`src/rtl/ov7670_capture_fmt.sv`:
```
// ov7670_capture_fmt
// Captures frames from an OV7670-style sensor bus, assembles RAW (1 byte per
// pixel) or RGB565 (2 bytes per pixel) pixels, truncates them to R/G/B_BITS
// and writes them to a framebuffer at line-aligned addresses
// (line * H_RES + col).
//
// Ports:
//   pclk         sensor pixel clock, the only clock
//   reset        synchronous, active-high reset
//   start        one-cycle pulse, arms a capture (only accepted in IDLE)
//   continuous   1 = re-arm after every frame, 0 = stop after this frame
//   mode         0 = RAW, 1 = RGB565 (latched at the start of each frame)
//   vsync        sensor vertical sync, high between frames
//   href         sensor line valid
//   d            sensor data byte
//   addr         framebuffer write address
//   dout         pixel data packed {R,G,B}
//   we           write strobe, one cycle per stored pixel
//   busy         high whenever the capture engine is not IDLE
//   frame_done   one-cycle pulse when a captured frame ends
//   frame_count  number of completed frames, wraps
//   err          sticky timing error, cleared by an accepted start
module ov7670_capture_fmt #(
  parameter int H_RES      = 320,
  parameter int V_RES      = 240,
  parameter int ADDR_WIDTH = 17,
  parameter int R_BITS     = 1,
  parameter int G_BITS     = 1,
  parameter int B_BITS     = 1,
  parameter int FC_WIDTH   = 8
) (
  input  logic                             pclk,
  input  logic                             reset,
  input  logic                             start,
  input  logic                             continuous,
  input  logic                             mode,
  input  logic                             vsync,
  input  logic                             href,
  input  logic [7:0]                       d,
  output logic [ADDR_WIDTH-1:0]            addr,
  output logic [R_BITS+G_BITS+B_BITS-1:0]  dout,
  output logic                             we,
  output logic                             busy,
  output logic                             frame_done,
  output logic [FC_WIDTH-1:0]              frame_count,
  output logic                             err
);

  localparam int DW = R_BITS + G_BITS + B_BITS;
  // col and line saturate at H_RES / V_RES, so they need one extra code.
  localparam int CW = $clog2(H_RES + 1);
  localparam int LW = $clog2(V_RES + 1);
  localparam logic [CW-1:0]         H_MAX  = CW'(H_RES);
  localparam logic [LW-1:0]         V_MAX  = LW'(V_RES);
  localparam logic [ADDR_WIDTH-1:0] H_STEP = ADDR_WIDTH'(H_RES);

  typedef enum logic [1:0] {
    IDLE    = 2'd0,
    SYNC    = 2'd1,
    CAPTURE = 2'd2
  } state_t;

  state_t                state_q;
  logic                  vsync_q;
  logic                  href_q;
  logic                  mode_q;
  logic                  phase_q;
  logic [7:0]            byte0_q;
  logic [CW-1:0]         col_q;
  logic [LW-1:0]         line_q;
  logic [ADDR_WIDTH-1:0] line_base_q;
  logic [ADDR_WIDTH-1:0] addr_q;
  logic [DW-1:0]         dout_q;
  logic                  we_q;
  logic                  busy_q;
  logic                  frame_done_q;
  logic [FC_WIDTH-1:0]   frame_count_q;
  logic                  err_q;

  logic          vs_fall_s;
  logic          vs_rise_s;
  logic          href_fall_s;
  logic          pix_done_s;
  logic          pix_ok_s;
  logic [DW-1:0] pix_data_s;

  // RGB565: byte0 = {R[4:0],G[5:3]}, byte1 = {G[2:0],B[4:0]}; keep the MSBs.
  function automatic logic [DW-1:0] pack_rgb(input logic [7:0] b0, input logic [7:0] b1);
    logic [4:0] r;
    logic [5:0] g;
    logic [4:0] b;
    r = b0[7:3];
    g = {b0[2:0], b1[7:5]};
    b = b1[4:0];
    return {r[4 -: R_BITS], g[5 -: G_BITS], b[4 -: B_BITS]};
  endfunction

  // RAW: the grey byte is replicated into all three channels.
  function automatic logic [DW-1:0] pack_raw(input logic [7:0] g8);
    return {g8[7 -: R_BITS], g8[7 -: G_BITS], g8[7 -: B_BITS]};
  endfunction

  // Edge detection and pixel completion for the current byte.
  always_comb begin
    vs_fall_s   = vsync_q & ~vsync;
    vs_rise_s   = ~vsync_q & vsync;
    href_fall_s = href_q & ~href;
    // A vsync rise ends the frame, so a byte in that cycle is never stored.
    pix_done_s  = (state_q == CAPTURE) && href && !vs_rise_s && (!mode_q || phase_q);
    pix_ok_s    = (col_q < H_MAX) && (line_q < V_MAX);
    if (mode_q) begin
      pix_data_s = pack_rgb(byte0_q, d);
    end else begin
      pix_data_s = pack_raw(d);
    end
  end

  // Capture FSM, pixel counters and all registered outputs.
  always_ff @(posedge pclk) begin
    if (reset) begin
      state_q       <= IDLE;
      vsync_q       <= 1'b0;
      href_q        <= 1'b0;
      mode_q        <= 1'b0;
      phase_q       <= 1'b0;
      byte0_q       <= 8'd0;
      col_q         <= '0;
      line_q        <= '0;
      line_base_q   <= '0;
      addr_q        <= '0;
      dout_q        <= '0;
      we_q          <= 1'b0;
      busy_q        <= 1'b0;
      frame_done_q  <= 1'b0;
      frame_count_q <= '0;
      err_q         <= 1'b0;
    end else begin
      vsync_q      <= vsync;
      href_q       <= href;
      we_q         <= 1'b0;
      frame_done_q <= 1'b0;
      case (state_q)
        IDLE: begin
          if (start) begin
            state_q <= SYNC;
            busy_q  <= 1'b1;
            err_q   <= 1'b0;
          end
        end
        SYNC: begin
          // Only a fresh frame start is accepted, never a frame in progress.
          if (vs_fall_s) begin
            state_q     <= CAPTURE;
            mode_q      <= mode;
            col_q       <= '0;
            line_q      <= '0;
            line_base_q <= '0;
            phase_q     <= 1'b0;
          end
        end
        CAPTURE: begin
          if (vs_rise_s) begin
            // Any partial pixel is silently dropped at frame end.
            frame_done_q  <= 1'b1;
            frame_count_q <= frame_count_q + 1'b1;
            phase_q       <= 1'b0;
            if (continuous) begin
              state_q <= SYNC;
              busy_q  <= 1'b1;
            end else begin
              state_q <= IDLE;
              busy_q  <= 1'b0;
            end
          end else if (href) begin
            phase_q <= mode_q ? ~phase_q : 1'b0;
            if (mode_q && !phase_q) begin
              byte0_q <= d;
            end
            if (pix_done_s) begin
              if (pix_ok_s) begin
                we_q   <= 1'b1;
                addr_q <= line_base_q + ADDR_WIDTH'(col_q);
                dout_q <= pix_data_s;
                col_q  <= col_q + 1'b1;
              end else begin
                err_q <= 1'b1;
              end
            end
          end else begin
            phase_q <= 1'b0;
            // Lines with any byte advance the grid, even if short.
            if (href_fall_s && ((col_q != '0) || phase_q)) begin
              col_q <= '0;
              if (line_q < V_MAX) begin
                line_q      <= line_q + 1'b1;
                line_base_q <= line_base_q + H_STEP;
              end
              if (phase_q) begin
                err_q <= 1'b1;
              end
            end
          end
        end
        default: begin
          state_q <= IDLE;
          busy_q  <= 1'b0;
        end
      endcase
    end
  end

  assign addr        = addr_q;
  assign dout        = dout_q;
  assign we          = we_q;
  assign busy        = busy_q;
  assign frame_done  = frame_done_q;
  assign frame_count = frame_count_q;
  assign err         = err_q;

endmodule

```
`config.mk`:
```
export PLATFORM = sky130hd
export DESIGN_NAME = ov7670_capture_fmt
export DESIGN_NICKNAME = d
export VERILOG_FILES = /design/src/rtl/ov7670_capture_fmt.sv
export SDC_FILE = /design/constraint.sdc
export NUM_CORES = 1
export LEC_CHECK = 0
export BUFFER_PORTS_ARGS = -buffer_cell sky130_fd_sc_hd__buf_2
export CORE_MARGIN = 2
export CORE_UTILIZATION = 60
export DETAILED_ROUTE_END_ITERATION = 7
export PLACE_DENSITY_LB_ADDON = 0.25
export SLEW_MARGIN = 20
export SYNTH_ARGS = -nofsm -noshare
export SYNTH_HDL_FRONTEND = slang
export SYNTH_SLANG_ARGS = --single-unit
```
`constraint.sdc`:
```
create_clock -name pclk -period 5.7 [get_ports pclk]
set_input_delay 0.285 -clock pclk [delete_from_list [all_inputs] [get_ports pclk]]
set_output_delay 0.285 -clock pclk [all_outputs]
set_load 0.02 [all_outputs]
```
==> results by group <==
Detailed routing
  – Drt first pass iters: 4
  – Total number of vias: 2987
  – # DRC: 0
  – Vias per Instance: around 6.0
  – Drt wl/cell: roughly 14 um
  – Detail Route Antenna Nets: 0
  – Iteration-0 DRC count of the detailed router: about 330
  – Final wirelength: 7.247 mm

Setup path
  – CP Capture Type: flip-flop
  – Critical path, cell by cell: nand2b_1 > or4_4 > nor2_1 > a21oi_1 > a211oi_1
  – Slowest-stage cell, CP: nor2_1
  – Critical Path Max Stage Delay: 0.71 ns
  – CP Buf/Inv Count: 0
  – WS Path Type: reg -> reg
  – WP data arrival: roughly 2.9 ns
  – CP delay by family, top: simple AND/OR/NAND/NOR gates
  – Worst path required time: a little under 6 ns
  – CP Launch Type: flip-flop
  – Crit-path max FO: 13

STA
  – Worst-case clock skew: 0.007010 ns
  – Fin crit share: 0.4542
  – Max-slew headroom: 0.3682
  – RSZ-0062 raised after global routing: false
  – Final Slew Violations: 0
  – Setup-failing EPs final: 0
  – Slew @ Worst Pin: 0.9350 ns
  – Post-route setup slack: 3.111 ns
  – Final hold viol count: 0
  – Min Tclk post-route: 2.589 ns
  – Peak Freq: 386.3 MHz
  – Setup TNS: 0 ns
  – WHS: roughly 0.18 ns

Logic synthesis
  – Syn Inst Count: roughly 400
  – Asr flop ratio synth: 0
  – Cell area after synthesis: 0.003301 mm^2
  – Seq/Total Area, Yosys: 0.4124
  – Post-synth EDFFs: 0
  – Net count after synthesis: 418
  – Ys flop type: dfxtp_1
  – Syn avg cell area: 8.377 um^2
  – Synth Register Bits: 68
  – YS warnings: 0
  – Count of distinct cell types in the synthesized netlist: 50

Pwr
  – Max IR drop VDD: 0.1364 mV
  – Leakage: around 0.0014 uW
  – Power per cell area: ~260 mW/mm^2

GRT
  – GRT Residual Overflow: 0
  – Antenna violations before repair: 0
  – Vias in the first global route: 2671
  – Largest net degree at the start of global routing: 69
  – First-pass GRT wire length: 12.39 mm
  – Gr usage total: 0.2506

Clocking
  – H-Tree Depth: 3
  – Clock Tree Buf Depth: 2
  – CTS clk-pin slew, worst paths: roughly 0.07 ns
  – TritonCTS buffer count: 9
  – Clk sinks: 68
  – CTS resizes: 0
  – CTS tree: yes
  – Post-CTS Hold Buffers: 0
  – Root buf cell: clkbuf_8
  – Worst-Skew Late Latency: 0.35 ns
  – Setup bufs post-CTS: 0

Run status
  – Status: finished clean

Floorplanning
  – Die Y: roughly 78 um
  – Starting Density: 0.6106
  – Core box area: around 0.0054 mm^2
  – Die area: 0.006111 mm^2
  – Cell Rows: 27
  – Chip Width: 78.17 um
  – Top-Level Pins: 47

Final layout
  – Most common cell after layout, fill and taps aside: dfxtp_1
  – Register area: 0.001361 mm^2
  – Most frequent cells in the layout: 68 x dfxtp_1, 54 x nor2_1, 41 x buf_2, 35 x a21oi_1, 22 x nand2_1
  – Area of the multi-input gates: 0.001832 mm^2
  – Layout area overhead: 13.08%
  – Final Core Density: 0.6905
  – Nets: ~450
  – Number of antenna diodes: 0
  – Layout cells sized above 1: 0.1488
  – Final Instance Area: 0.003732 mm^2
  – Fillers: roughly 460

Worst hold path
  – Worst hold-check path type: in -> reg

Placed design
  – Dpl hpwl: 4.699 mm
  – IO Port Bufs: 41
  – Final GP Congestion: slightly below 0.8
  – Pre-CTS setup slack: 3.175 ns
  – Placed inst area: 0.003510 mm^2

Flow run
  – Total of max-cap violations: 0
[worst min-delay path: stages]
cell	delay [ns]
buf_2	0.10
nand2_1	0.05
a21oi_1	0.05
[registers in the layout, indices dropped and copies added (netlist names), 2 cells and up]
| signal | cells |
|---|---|
| byte0_q | 2 |
| dout | 3 |
| line_q | 8 |
| frame_count | 8 |
| addr | 17 |
| col_q | 9 |
| line_base_q | 11 |
| state_q | 2 |
[cell usage after synthesis (4+ instances only)]
library cell	instances	area, um^2
xor2_1	7	61.31
clkbuf_1	19	71.32
a21oi_1	35	175.2
a31oi_1	12	75.07
nor3_1	15	75.07
o21ai_0	18	90.09
nand2b_1	4	25.02
nand2_1	22	82.58
ha_1	9	112.6
or4_1	9	67.56
mux2i_1	6	60.06
nor2b_1	8	50.05
nor2_1	54	202.7
nand4_1	8	50.05
nand3_1	8	40.04
a211oi_1	17	127.6
xnor2_1	13	113.9
dfxtp_1	68	1361
and3_1	7	43.79
and4_1	4	35.03
[path summary, 6_finish.rpt]
| path | from | endpoint | slack, ns | cells after the start |
|---|---|---|---|---|
| max | state_q[1] | line_q[2] | 3.11 | 5 |
| min | mode | mode_q | 0.18 | 3 |
| max reg2reg | state_q[1] | line_q[2] | 3.11 | 5 |
| min reg2reg | addr[8] | addr[8] | 0.48 | 2 |
[cell type report]
class                   count  share of cell area
well taps                  72             0.02414
flip-flops and latches     68              0.3647
repair buffers             43             0.05900
multi-input cells         300              0.4908
clock buffers              12             0.03889
clock inverters             4             0.01944
inverters                   3            0.003017
[power breakdown]
group	switching, uW	internal, uW	total (uW)
combinational	22.5	12.2	34.7
sequential	3.23	478	481
clock	181	258	439
total	207	748	955
[through the flow]
step	total power (uW)	std cells
finish	954.9	502
global route	979.5	502
CTS	958.3	502
detailed placement	526.4	486
global placement	526.0	486
floorplan	516.1	394
[cell families (layout without fill, tap and decap cells)]
group / after synthesis / in the layout / share of synthesized area
AND/OR/NAND/NOR: 162 / 162 / 0.2585
multiplexers: 6 / 6 / 0.01820
flip-flops: 68 / 68 / 0.4124
adder cells (fa/ha/maj): 9 / 9 / 0.03412
XOR/XNOR: 20 / 20 / 0.05307
AO/OA/AOI/OAI: 102 / 102 / 0.1884
buffers and inverters: 26 / 62 / 0.03412
other: 1 / 1 / 0.001136
[layer usage]
| metal | global-route usage | vias up | wire [um] |
|---|---|---|---|
| li1 | - | 1503 | - |
| met1 | 0.3506 | 1382 | 3438 |
| met2 | 0.3836 | 94 | 3312 |
| met3 | 0.04368 | 8 | 416 |
| met4 | 0.1035 | 0 | 80 |
| met5 | 0 | - | 0 |
Note: power is estimated with default switching activity, not from simulation.
